$ cat config.mk
export PLATFORM = sky130hd
export DESIGN_NAME = hazard_scoreboard
export DESIGN_NICKNAME = d
export VERILOG_FILES = /design/src/rtl/hazard_pkg.sv /design/src/rtl/hazard_fwd_match.sv /design/src/rtl/hazard_scoreboard.sv
export SDC_FILE = /design/constraint.sdc
export NUM_CORES = 1
export LEC_CHECK = 0
export BUFFER_PORTS_ARGS = -buffer_cell sky130_fd_sc_hd__clkbuf_2
export CAP_MARGIN = 20
export CELL_PAD_IN_SITES_DETAIL_PLACEMENT = 0
export CELL_PAD_IN_SITES_GLOBAL_PLACEMENT = 2
export CORE_UTILIZATION = 36
export CTS_CLUSTER_DIAMETER = 80
export DETAILED_ROUTE_END_ITERATION = 12
export HOLD_SLACK_MARGIN = 0.03
export PLACE_DENSITY_LB_ADDON = 0.1
export SETUP_SLACK_MARGIN = 0.1
export SYNTH_ARGS = -nofsm -noshare
export SYNTH_HDL_FRONTEND = slang
export SYNTH_SLANG_ARGS = --single-unit
$ cat constraint.sdc
create_clock -name clk -period 10.5 [get_ports clk]
set_input_delay 2.625 -clock clk [delete_from_list [all_inputs] [get_ports clk]]
set_output_delay 2.625 -clock clk [all_outputs]
set_load 0.01 [all_outputs]
$ cat src/rtl/hazard_pkg.sv
// rtl/hazard_pkg.sv - shared constants, FSM type and select-width helper for the hazard unit
package hazard_pkg;

  localparam int         FWD_RF   = 0;
  localparam logic [4:0] REG_ZERO = 5'd0;

  typedef enum logic {
    IDLE  = 1'b0,
    DRAIN = 1'b1
  } drain_state_e;

  function automatic int selw(input int nstg);
    return $clog2(nstg + 1);
  endfunction

endpackage

$ cat src/rtl/hazard_fwd_match.sv
// rtl/hazard_fwd_match.sv - per-read-port youngest-stage forwarding match and hazard flag
module hazard_fwd_match
  import hazard_pkg::*;
#(
  parameter int NSTG    = 3,
  parameter int BR_FMIN = 1,
  parameter int SELW    = 2
) (
  input  logic              rused,
  input  logic [4:0]        raddr,
  input  logic              id_branch,
  input  logic [NSTG-1:0]   stg_valid,
  input  logic [NSTG-1:0]   stg_we,
  input  logic [NSTG*5-1:0] stg_dest,
  input  logic [NSTG-1:0]   stg_rdy,
  output logic [SELW-1:0]   sel,
  output logic              hazard
);

  logic [NSTG-1:0] hit;

  always_comb begin
    hit = '0;
    for (int s = 0; s < NSTG; s++) begin
      hit[s] = rused & (raddr != REG_ZERO) & stg_valid[s] & stg_we[s] &
               (stg_dest[5*s +: 5] == raddr);
    end
  end

  // Scan oldest to youngest so the youngest matching stage is the last to assign.
  always_comb begin
    sel    = SELW'(FWD_RF);
    hazard = 1'b0;
    for (int s = NSTG - 1; s >= 0; s--) begin
      if (hit[s]) begin
        sel    = SELW'(s + 1);
        hazard = ~stg_rdy[s] | (id_branch & (s < BR_FMIN));
      end
    end
  end

endmodule

$ cat src/rtl/hazard_scoreboard.sv
// rtl/hazard_scoreboard.sv - forwarding select, ID stall, long-op scoreboard, drain FSM and watchdog (HAZARD_WDOG_EN)
module hazard_scoreboard
  import hazard_pkg::*;
#(
  parameter  int NRD     = 2,
  parameter  int NSTG    = 3,
  parameter  int BR_FMIN = 1,
  parameter  int WDOG_W  = 8,
  localparam int SELW    = selw(NSTG)
) (
  input  logic              clk,
  input  logic              resetn,
  input  logic              id_valid,
  input  logic [NRD*5-1:0]  id_raddr,
  input  logic [NRD-1:0]    id_rused,
  input  logic              id_branch,
  input  logic              id_serial,
  input  logic              id_long,
  input  logic [4:0]        id_dest,
  input  logic              id_fire,
  input  logic [NSTG-1:0]   stg_valid,
  input  logic [NSTG-1:0]   stg_we,
  input  logic [NSTG*5-1:0] stg_dest,
  input  logic [NSTG-1:0]   stg_rdy,
  input  logic              long_done,
  input  logic [4:0]        long_dest,
  input  logic              flush,
  output logic [NRD*SELW-1:0] fwd_sel,
  output logic              stall_id,
  output logic              wdog_err
);

  logic [31:0]    pending_q, pending_d;
  drain_state_e   state_q;
  logic [NRD-1:0] match_haz;
  logic [NRD-1:0] port_haz;
  logic           any_stg, any_pend, waw, serial_hold;

  for (genvar p = 0; p < NRD; p++) begin : g_port
    hazard_fwd_match #(
      .NSTG    (NSTG),
      .BR_FMIN (BR_FMIN),
      .SELW    (SELW)
    ) u_match (
      .rused     (id_rused[p]),
      .raddr     (id_raddr[5*p +: 5]),
      .id_branch (id_branch),
      .stg_valid (stg_valid),
      .stg_we    (stg_we),
      .stg_dest  (stg_dest),
      .stg_rdy   (stg_rdy),
      .sel       (fwd_sel[p*SELW +: SELW]),
      .hazard    (match_haz[p])
    );
    assign port_haz[p] = match_haz[p] | (id_rused[p] & pending_q[id_raddr[5*p +: 5]]);
  end

  assign any_stg     = |stg_valid;
  assign any_pend    = |pending_q;
  assign waw         = id_long & (id_dest != REG_ZERO) & pending_q[id_dest];
  // A serialising op in IDLE is held on the cycle it triggers the drain, not just once DRAIN is entered.
  assign serial_hold = (state_q == DRAIN) | (id_serial & (any_stg | any_pend));
  assign stall_id    = id_valid & ((|port_haz) | waw | serial_hold);

  // Clear before set so a new issue to a register retiring this cycle stays pending.
  always_comb begin
    pending_d = pending_q;
    if (long_done) pending_d[long_dest] = 1'b0;
    if (id_fire & id_long) pending_d[id_dest] = 1'b1;
    pending_d[REG_ZERO] = 1'b0;
    if (flush) pending_d = '0;
  end

  always_ff @(posedge clk or negedge resetn) begin
    if (!resetn) pending_q <= '0;
    else         pending_q <= pending_d;
  end

  always_ff @(posedge clk or negedge resetn) begin
    if (!resetn) begin
      state_q <= IDLE;
    end else if (flush) begin
      state_q <= IDLE;
    end else begin
      case (state_q)
        IDLE:    if (id_valid & id_serial & (any_stg | any_pend)) state_q <= DRAIN;
        DRAIN:   if (!any_stg & !any_pend) state_q <= IDLE;
        default: state_q <= IDLE;
      endcase
    end
  end

`ifdef HAZARD_WDOG_EN
  logic [WDOG_W-1:0] wdog_cnt_q, wdog_cnt_d;
  logic              wdog_err_q;

  always_comb begin
    wdog_cnt_d = wdog_cnt_q;
    if (flush | ~stall_id)      wdog_cnt_d = '0;
    else if (~&wdog_cnt_q)      wdog_cnt_d = wdog_cnt_q + 1'b1;
  end

  always_ff @(posedge clk or negedge resetn) begin
    if (!resetn) begin
      wdog_cnt_q <= '0;
      wdog_err_q <= 1'b0;
    end else begin
      wdog_cnt_q <= wdog_cnt_d;
      wdog_err_q <= wdog_err_q | (&wdog_cnt_d);
    end
  end

  assign wdog_err = wdog_err_q;
`else
  assign wdog_err = 1'b0;
`endif

endmodule

Yosys cells after proc, flatten, opt, wreduce, memory -nomap -nowiden:

Cells that the tools add are included.

* order comparisons: 6
* eq/ne operators: 6
* mux-type cells: 29
* bitwise operators: 44
* reduce and logical (&&, ||, !) cells: 10

Operators with widths (count)
* $mux W32: 3
* $and A32 B32 Y32: 1
* $not A32 Y32: 1
* $or A32 B32 Y32: 1
* $reduce_or A32 Y1: 1
* $and A1 B1 Y1: 30
* $eq A5 B5 Y1: 6
* $lt A5 B6 Y1 const B: 4
* $bmux W1 S5: 3
* $reduce_bool A5 Y1: 3
* $mux W1: 14
* $mux W2: 6
* $demux W1 S5: 2
* $ge A5 B1 Y1 const B: 2
* $or A1 B1 Y1: 7
* $not A1 Y1: 4
* $reduce_or A3 Y1: 1
* $logic_and A1 B1 Y1: 2
* $logic_not A1 Y1: 2
* $pmux W1 S2: 1
* $reduce_or A2 Y1: 1

* flip-flop bits (word level): 33
* output and inout bits: 6
* input bits: 55

Longest topological paths before layout:

Gate-level depths: netlist of the first run.

* word-level depth: 13
* mapped depth: 8
* depth with buffers taken out: 6

Hierarchy:

A second synthesis of the first run with hierarchy kept.

* cells, all modules: 317
* area total of the unflattened synthesis: 2929.1 µm²

By module, submodules not included
* hazard_scoreboard: area an instance 2351.0 µm², cells an instance 241, times used 1, sequential area each 800.8 µm²
* hazard_fwd_match: area an instance 289.0 µm², cells an instance 38, times used 2, sequential area each 0.0 µm²

Worst setup path before layout of the first run:

No wires, ideal clock.

* kind: input to output
* start point: in id_raddr[1]
* end point: out stall_id
* arrival: 4.533 ns
* setup slack: 3.342 ns
* data required time: 7.875 ns
* stages on the path: 7
* path buffers: 1
* cells stage by stage: clkbuf_1 > mux4_1 > nor3b_1 > a2111oi_1 > or4_1 > nor4_1 > a41oi_1

* cells in the longest elaborated chain, start to end: 13

Ends and longest elaborated chain
* start: declaration: line hazard_scoreboard.sv:14 `input logic [NRD*5-1:0] id_raddr,`
* $reduce_bool A5 Y1: line hazard_fwd_match.sv:25 `hit[s] = rused & (raddr != REG_ZERO) & stg_valid[s] & stg_we[s] &`
* $and A1 B1 Y1 (4 in a row): line hazard_fwd_match.sv:25
* $mux W1 (3 in a row): line hazard_fwd_match.sv:35 `if (hit[s]) begin`
* $or A1 B1 Y1 (*): line hazard_scoreboard.sv:55 `assign port_haz[p] = match_haz[p] | (id_rused[p] & pending_q[id_raddr[5*p +: 5]]);`
* $reduce_or A2 Y1 (*): line hazard_scoreboard.sv:63 `assign stall_id = id_valid & ((|port_haz) | waw | serial_hold);`
* $or A1 B1 Y1 (*) (2 in a row): line hazard_scoreboard.sv:63
* $and A1 B1 Y1 (*): line hazard_scoreboard.sv:63
* end: declaration: line hazard_scoreboard.sv:29 `output logic stall_id,`

Mark *: on every way between the ends. The rest lies on a longest branch, timed or not. The select of a mux whose other input is x is not followed.

Worst setup path after layout of the first run:

* start point: in id_raddr[0]
* end point: out stall_id

The elaborated chain is that of the path after synthesis.

==> summary.txt, run 1 <==
STA
-------------------------------------------------------------------------------------
Fmax achieved                                                               0.132 GHz
Final setup TNS                                                                  0 ns
Post-route fraction of the period consumed by the critical path                 71.9%
Transition time at the pin with the least slew margin                        0.876 ns
Setup skew after layout                                                    0.00210 ns
Worst hold margin                                                            0.554 ns
Hold Fails Final Rpt                                                                0
Number of setup violations in the final report                                      0
Post-layout min period                                                        7.55 ns
Worst path setup slack after routing                                          2.95 ns
Setup repair after global routing missed its margin                             false
Relative slew slack                                                             41.1%
Number of slew-limit violations in the final report                                 0

CLOCKING
-------------------------------------------------------------------------------------
Quantity of gates resized following cts                                             0
Worst-Skew Late Latency                                                       0.28 ns
Number of buffers added by the clock tree synthesis step                            5
Number of H-tree levels                                                             2
Clock Tree Buf Depth                                                                2
Cell chosen for the clock root                                               clkbuf_8
TritonCTS clock tree                                                            built
Setup repair bufs after CTS                                                         0
Number of clock sinks seen by CTS                                                  32
Clock slew seen by the registers of the worst setup and hold paths            0.07 ns
Number of hold-repair buffers added at the cts stage                                0

GRT
-------------------------------------------------------------------------------------
Global route overflow                                                               0
Wire length of the first global-routing pass                                  15.9 mm
Number of antenna violations at the first check in global routing                   0
Number of global-route vias before repair                                        2882
Largest net degree at the start of global routing                                  33
All-layer global routing usage                                                  24.3%

CRITICAL PATH
-------------------------------------------------------------------------------------
Critical Path Slowest Stage Cell                                               mux4_1
Endpoint of the most critical register-to-register path                       state_q
Buffering stage count on the worst path with inverters included                     2
Worst setup path category                                                input port to primary output
Data required, critical path                                                  7.88 ns
R2R Path Start                                                           pending_q[2]
Kind of end point of the critical path                                   primary output
CP max FO                                                                          13
Data arrival time at the worst-slack endpoint                                 4.92 ns
Setup crit start kind                                                      input port
Flop2flop setup slack                                                         9.08 ns
Critical path cell sequence                                              clkbuf_2, mux4_1, nor3b_1, a2111oi_1, or4_1, nor4_1, a41oi_1, clkbuf_2
Top cell by count, worst path                                                clkbuf_2
Length in cells of the worst reg-to-reg path                                        4
Largest stage delay on the critical path                                      0.59 ns
Largest delay contributor family on the critical path                    simple AND/OR/NAND/NOR gates

ROUTE
-------------------------------------------------------------------------------------
Final Routed Wirelength                                                       9.97 mm
Wirelength per Cell                                                      20.5 microns
Count of TritonRoute iterations in the first routing pass                           4
Detailed-route via count                                                         2892
Post-detailed-route via-to-cell ratio                                            5.95
Total DRC errors in the routed layout                                               0
DRT iter0 DRCs                                                                    145
Number of routed nets with antenna violations                                       0

OUTCOME
-------------------------------------------------------------------------------------
Run status                                                               finished clean

SYNTH
-------------------------------------------------------------------------------------
Post-Synthesis Net Count                                                          392
Post-synth design cell area                                                2940 sq um
Cells after synthesis                                                             337
Synth area leader                                                             dfrtp_1
Top flip-flop cell by instance count after synthesis                          dfrtp_1
Count of synthesis-stage warnings from yosys                                        0
Mapped Avg Cell Area                                                       8.73 sq um
Count of flip-flops with a built-in enable after synthesis                          0
Share of synthesized registers carrying an async set or reset                    100%
Main area contributors after synthesis                                   dfrtp_1, xnor2_1, mux4_2, a21oi_1, mux4_1
Count of state elements after synthesis                                            32
Seq/Total Area, Yosys                                                           27.2%
Post-synth top area share                                                       27.2%
Yosys cell types                                                                   47

FINISH
-------------------------------------------------------------------------------------
End-of-flow core utilization                                                    43.1%
Leading cell types in the layout, fill and taps excluded                 clkbuf_2, nand2_1, a21oi_1, o21ai_0, dfrtp_1
Non-Filler Cell Area, Final                                                3370 sq um
Fin cells                                                                         486
Most frequent standard cell in the layout excluding fill and tap cells       clkbuf_2
Ant. Diodes                                                                         0
Nets@finish                                                                       438
Fraction of final layout cells sized beyond drive strength 1                    22.4%
Number of fill cells in the layout                                                829
Area grow syn2layout                                                            14.4%

FLOORPLANNING
-------------------------------------------------------------------------------------
Effective utilization at floorplan                                              37.7%
Placement row count                                                                32
Die area                                                                   8540 sq um
Vertical extent of the die                                               92.4 microns
DIE WIDTH                                                                92.4 microns
Area of the core                                                           7810 sq um
Count of pins on the block boundary                                                61

POWER
-------------------------------------------------------------------------------------
Max IR drop VDD                                                           0.0000731 V
Overall power                                                                0.292 mW
Cell Pwr Density                                                         86.7 nW/um^2
LEAKAGE                                                                       1.37 nW

PLACEMENT
-------------------------------------------------------------------------------------
Final Wtd Congestion                                                            0.849
Standard cell area after detailed placement                                3270 sq um
Number of placed cells counting well taps                                         477
Post-placement worst setup slack                                              2.93 ns
Input/output buffers                                                               59
Detailed Place HPWL                                                           7.44 mm

HOLD PATH
-------------------------------------------------------------------------------------
Hold endpoint                                                                 state_q
Hold depth                                                                          2
Startpoint of the lowest-slack hold path                                      state_q
Class of the worst hold path                                             register to register

JOB
-------------------------------------------------------------------------------------
Max_cap viols                                                                       0

-- cells in the mapped netlist, types with 3 or more instances --
cell type / n
nand2_1: 40
a21oi_1: 38
o21ai_0: 35
dfrtp_1: 32
xnor2_1: 24
clkbuf_1: 13
mux2i_1: 13
nor4_1: 13
nor2_1: 11
mux4_2: 9
nand3_1: 9
nand3b_1: 8
nor3_1: 8
mux4_1: 7
nand4_1: 7
or4_1: 7
inv_1: 6
xor2_1: 6
buf_2: 4
nand2b_1: 4
nor3b_1: 4
and3_1: 3
mux2_2: 3
or3b_2: 3
-- flip-flops by register name, summed over array words and instances (netlist names) --
name       count
state_q        1
pending_q     31
-- worst reg2reg max path, delay by kind of cell (launching register included) --
| family | cells | cell delay, ns |
|---|---|---|
| and+or+nand+nor | 4 | 0.83 |
| DFF | 1 | 0.44 |
-- layout make-up --
type                       instances  area, sq um  share of cell area, %
clock buffer                       8         90.1                   2.68
inverter                           6         22.5                  0.669
multi-input combinational        277         2020                   59.9
sequential                        32          801                   23.8
tap                              102          128                   3.79
timing repair buffer              61          308                   9.14
-- worst max path at each step --
stage | from | cells past startpoint | slack [ns] | end
after global routing | id_raddr[0] | 8 | 2.72 | stall_id
final | id_raddr[0] | 8 | 2.95 | stall_id
after detailed placement | id_raddr[0] | 8 | 2.93 | stall_id
after global placement | id_raddr[0] | 8 | 2.93 | stall_id
after CTS | id_raddr[0] | 8 | 2.92 | stall_id
after floorplan | id_raddr[1] | 7 | 3.34 | stall_id
-- routing by layer --
metal	track usage, %	wire length, microns
met5	0	0
met4	4.56	81
met3	3.04	555
met2	41.9	4870
met1	32.7	4460
-- power by group --
part           internal [mW]  switching [mW]
clock network         0.0535          0.0460
logic                 0.0261          0.0403
registers              0.124         0.00147
-- kinds of logic (layout without fill, tap and decap cells) --
logic type,after synthesis,count (layout),share of synthesized area [%]
buffers and inverters,28,75,4.25
flip-flops,32,32,27.2
AND/OR/NAND/NOR,121,121,22.0
other,1,1,0.127
XOR/XNOR,30,30,8.93
multiplexers,33,33,19.2
AO/OA/AOI/OAI,92,92,18.3
(Power assumes the default switching activity.)
==> run 2: changes to the inputs <==
Settings changed: CORE_UTILIZATION 36 to 33.
Clock period 10.5 ns to 7.2 ns, I/O delays scaled along.
==> summary.txt, run 2 (same netlist as run 1, synthesis figures left out) <==
GRT
-------------------------------------------------------------------------------------
Largest net degree at the start of global routing                                  33
Number of global-route vias before repair                                        2858
Number of antenna violations at the first check in global routing                   0
Global route overflow                                                               0
Wire length of the first global-routing pass                                  15.9 mm
All-layer global routing usage                                                  23.3%

FINISH
-------------------------------------------------------------------------------------
Fraction of final layout cells sized beyond drive strength 1                    22.4%
Top Registers                                                            pending_q x31, state_q x1
Non-Filler Cell Area, Final                                                3380 sq um
Area grow syn2layout                                                            14.7%
Nets@finish                                                                       438
Most frequent standard cell in the layout excluding fill and tap cells       clkbuf_2
Largest reg by FF count                                                     pending_q
Ant. Diodes                                                                         0
Max FFs per register                                                               31
Leading cell types in the layout, fill and taps excluded                 clkbuf_2, nand2_1, a21oi_1, o21ai_0, dfrtp_1

PLACEMENT
-------------------------------------------------------------------------------------
Standard cell area after detailed placement                                3290 sq um
Detailed Place HPWL                                                           7.52 mm
Final Wtd Congestion                                                            0.811
Input/output buffers                                                               59

ROUTE
-------------------------------------------------------------------------------------
Detailed-route via count                                                         2877
Final Routed Wirelength                                                       10.3 mm
DRT iter0 DRCs                                                                    137
Wirelength per Cell                                                      20.9 microns
Total DRC errors in the routed layout                                               0
Number of routed nets with antenna violations                                       0
Post-detailed-route via-to-cell ratio                                            5.85
Count of TritonRoute iterations in the first routing pass                           4

CRITICAL PATH
-------------------------------------------------------------------------------------
Buffering stage count on the worst path with inverters included                     2
Top cell by count, worst path                                                clkbuf_2
Setup crit start kind                                                      input port
Kind of end point of the critical path                                   primary output
Data required, critical path                                                  5.40 ns
Depth of the critical timing path with buffers and inverters included               8
Largest stage delay on the critical path                                      0.60 ns
Critical Path Slowest Stage Cell                                               mux4_1
Data arrival time at the worst-slack endpoint                                 4.09 ns
Critical path cell sequence                                              clkbuf_2, mux4_1, nor3b_1, a2111oi_1, or4_1, nor4_1, a41oi_1, clkbuf_2
Length in cells of the worst reg-to-reg path                                        4
Largest delay contributor family on the critical path                    simple AND/OR/NAND/NOR gates
CP max FO                                                                          13
Worst setup path category                                                input port to primary output

STA
-------------------------------------------------------------------------------------
Transition time at the pin with the least slew margin                        0.953 ns
Fmax achieved                                                               0.170 GHz
Worst hold margin                                                            0.551 ns
Hold Fails Final Rpt                                                                0
Post-layout min period                                                        5.89 ns
Number of slew-limit violations in the final report                                 0
Relative slew slack                                                             35.9%
Final setup TNS                                                                  0 ns
Setup repair after global routing missed its margin                             false
Setup skew after layout                                                    0.00451 ns
Number of setup violations in the final report                                      0
Post-route fraction of the period consumed by the critical path                 81.8%

POWER
-------------------------------------------------------------------------------------
Clock power frac                                                                33.7%
Combinational fraction of design power                                          22.9%
Sequential share of power                                                       43.3%
Max IR drop VDD                                                           0.0000876 V
Total internal power                                                         0.297 mW
Cell Pwr Density                                                          125 nW/um^2
Switching share of power                                                        29.8%
Reported net switching power                                                 0.126 mW
LEAKAGE                                                                       1.38 nW

CLOCKING
-------------------------------------------------------------------------------------
Worst-Skew Late Latency                                                       0.28 ns
Number of buffers added by the clock tree synthesis step                            5
TritonCTS clock tree                                                            built
Setup repair bufs after CTS                                                         0
Clock Tree Buf Depth                                                                2
Cell chosen for the clock root                                               clkbuf_8
Number of hold-repair buffers added at the cts stage                                0
Quantity of gates resized following cts                                             0
Clock slew seen by the registers of the worst setup and hold paths            0.07 ns
Number of clock sinks seen by CTS                                                  32
Number of H-tree levels                                                             2

FLOORPLANNING
-------------------------------------------------------------------------------------
Placement row count                                                                34
Effective utilization at floorplan                                              33.9%
Count of pins on the block boundary                                                61
Die area                                                                   9300 sq um
DIE WIDTH                                                                96.4 microns
Area of the core                                                           8680 sq um
Vertical extent of the die                                               96.4 microns

OUTCOME
-------------------------------------------------------------------------------------
Run status                                                               finished clean

JOB
-------------------------------------------------------------------------------------
Max_cap viols                                                                       0

HOLD PATH
-------------------------------------------------------------------------------------
Hold depth                                                                          2
Class of the worst hold path                                             register to register

[run 2: tightest hold or removal path, stage by stage (launching register included)]
cell and delay (ns):
dfrtp_1 0.34, a21oi_1 0.04, nor3_1 0.11
[run 2: final cells by class]
type                       count  area, sq um
fill                         930         5300
clock buffer                   8         90.1
multi-input combinational    277         2020
inverter                       6         22.5
sequential                    32          801
tap                          108          135
timing repair buffer          61          310
[run 2: final timing paths]
kind	start	to	slack, ns
setup / recovery	id_raddr[0]	stall_id	1.31
hold / removal	state_q	state_q	0.55
setup reg to reg	pending_q[2]	state_q	5.71
hold reg to reg	state_q	state_q	0.55
max in group asynchronous	resetn	pending_q[23]	5.04
min in group asynchronous	resetn	pending_q[9]	1.62
[run 2: stage by stage]
step | power (mW) | cells | utilization, % | setup slack (ns)
global placement | 0.285 | 484 | 37.9 | 1.27
floorplan | 0.245 | 337 | - | 1.69
global route | 0.448 | 492 | 38.9 | 1.13
detailed placement | 0.284 | 484 | 37.9 | 1.26
CTS | 0.429 | 492 | 38.9 | 1.24
finish | 0.424 | 492 | 38.9 | 1.31
[run 2: power by group through the flow]
stage | Combinational [mW] | Sequential (mW) | Clock, mW
after detailed placement | 0.0972 | 0.187 | 0
after CTS | 0.0978 | 0.184 | 0.148
after global placement | 0.0978 | 0.187 | 0
final | 0.0970 | 0.184 | 0.143
after floorplan | 0.0589 | 0.186 | 0
after global routing | 0.106 | 0.184 | 0.158
[run 2: metal layers]
layer	part of all wire [%]	wire (microns)	vias up	global-route usage, %
met5	0	0	-	0
met4	2.2	231	0	8.21
met3	4.8	492	19	2.27
met2	47	4800	102	39.1
met1	46	4770	1388	31.3
li1	-	-	1368	-
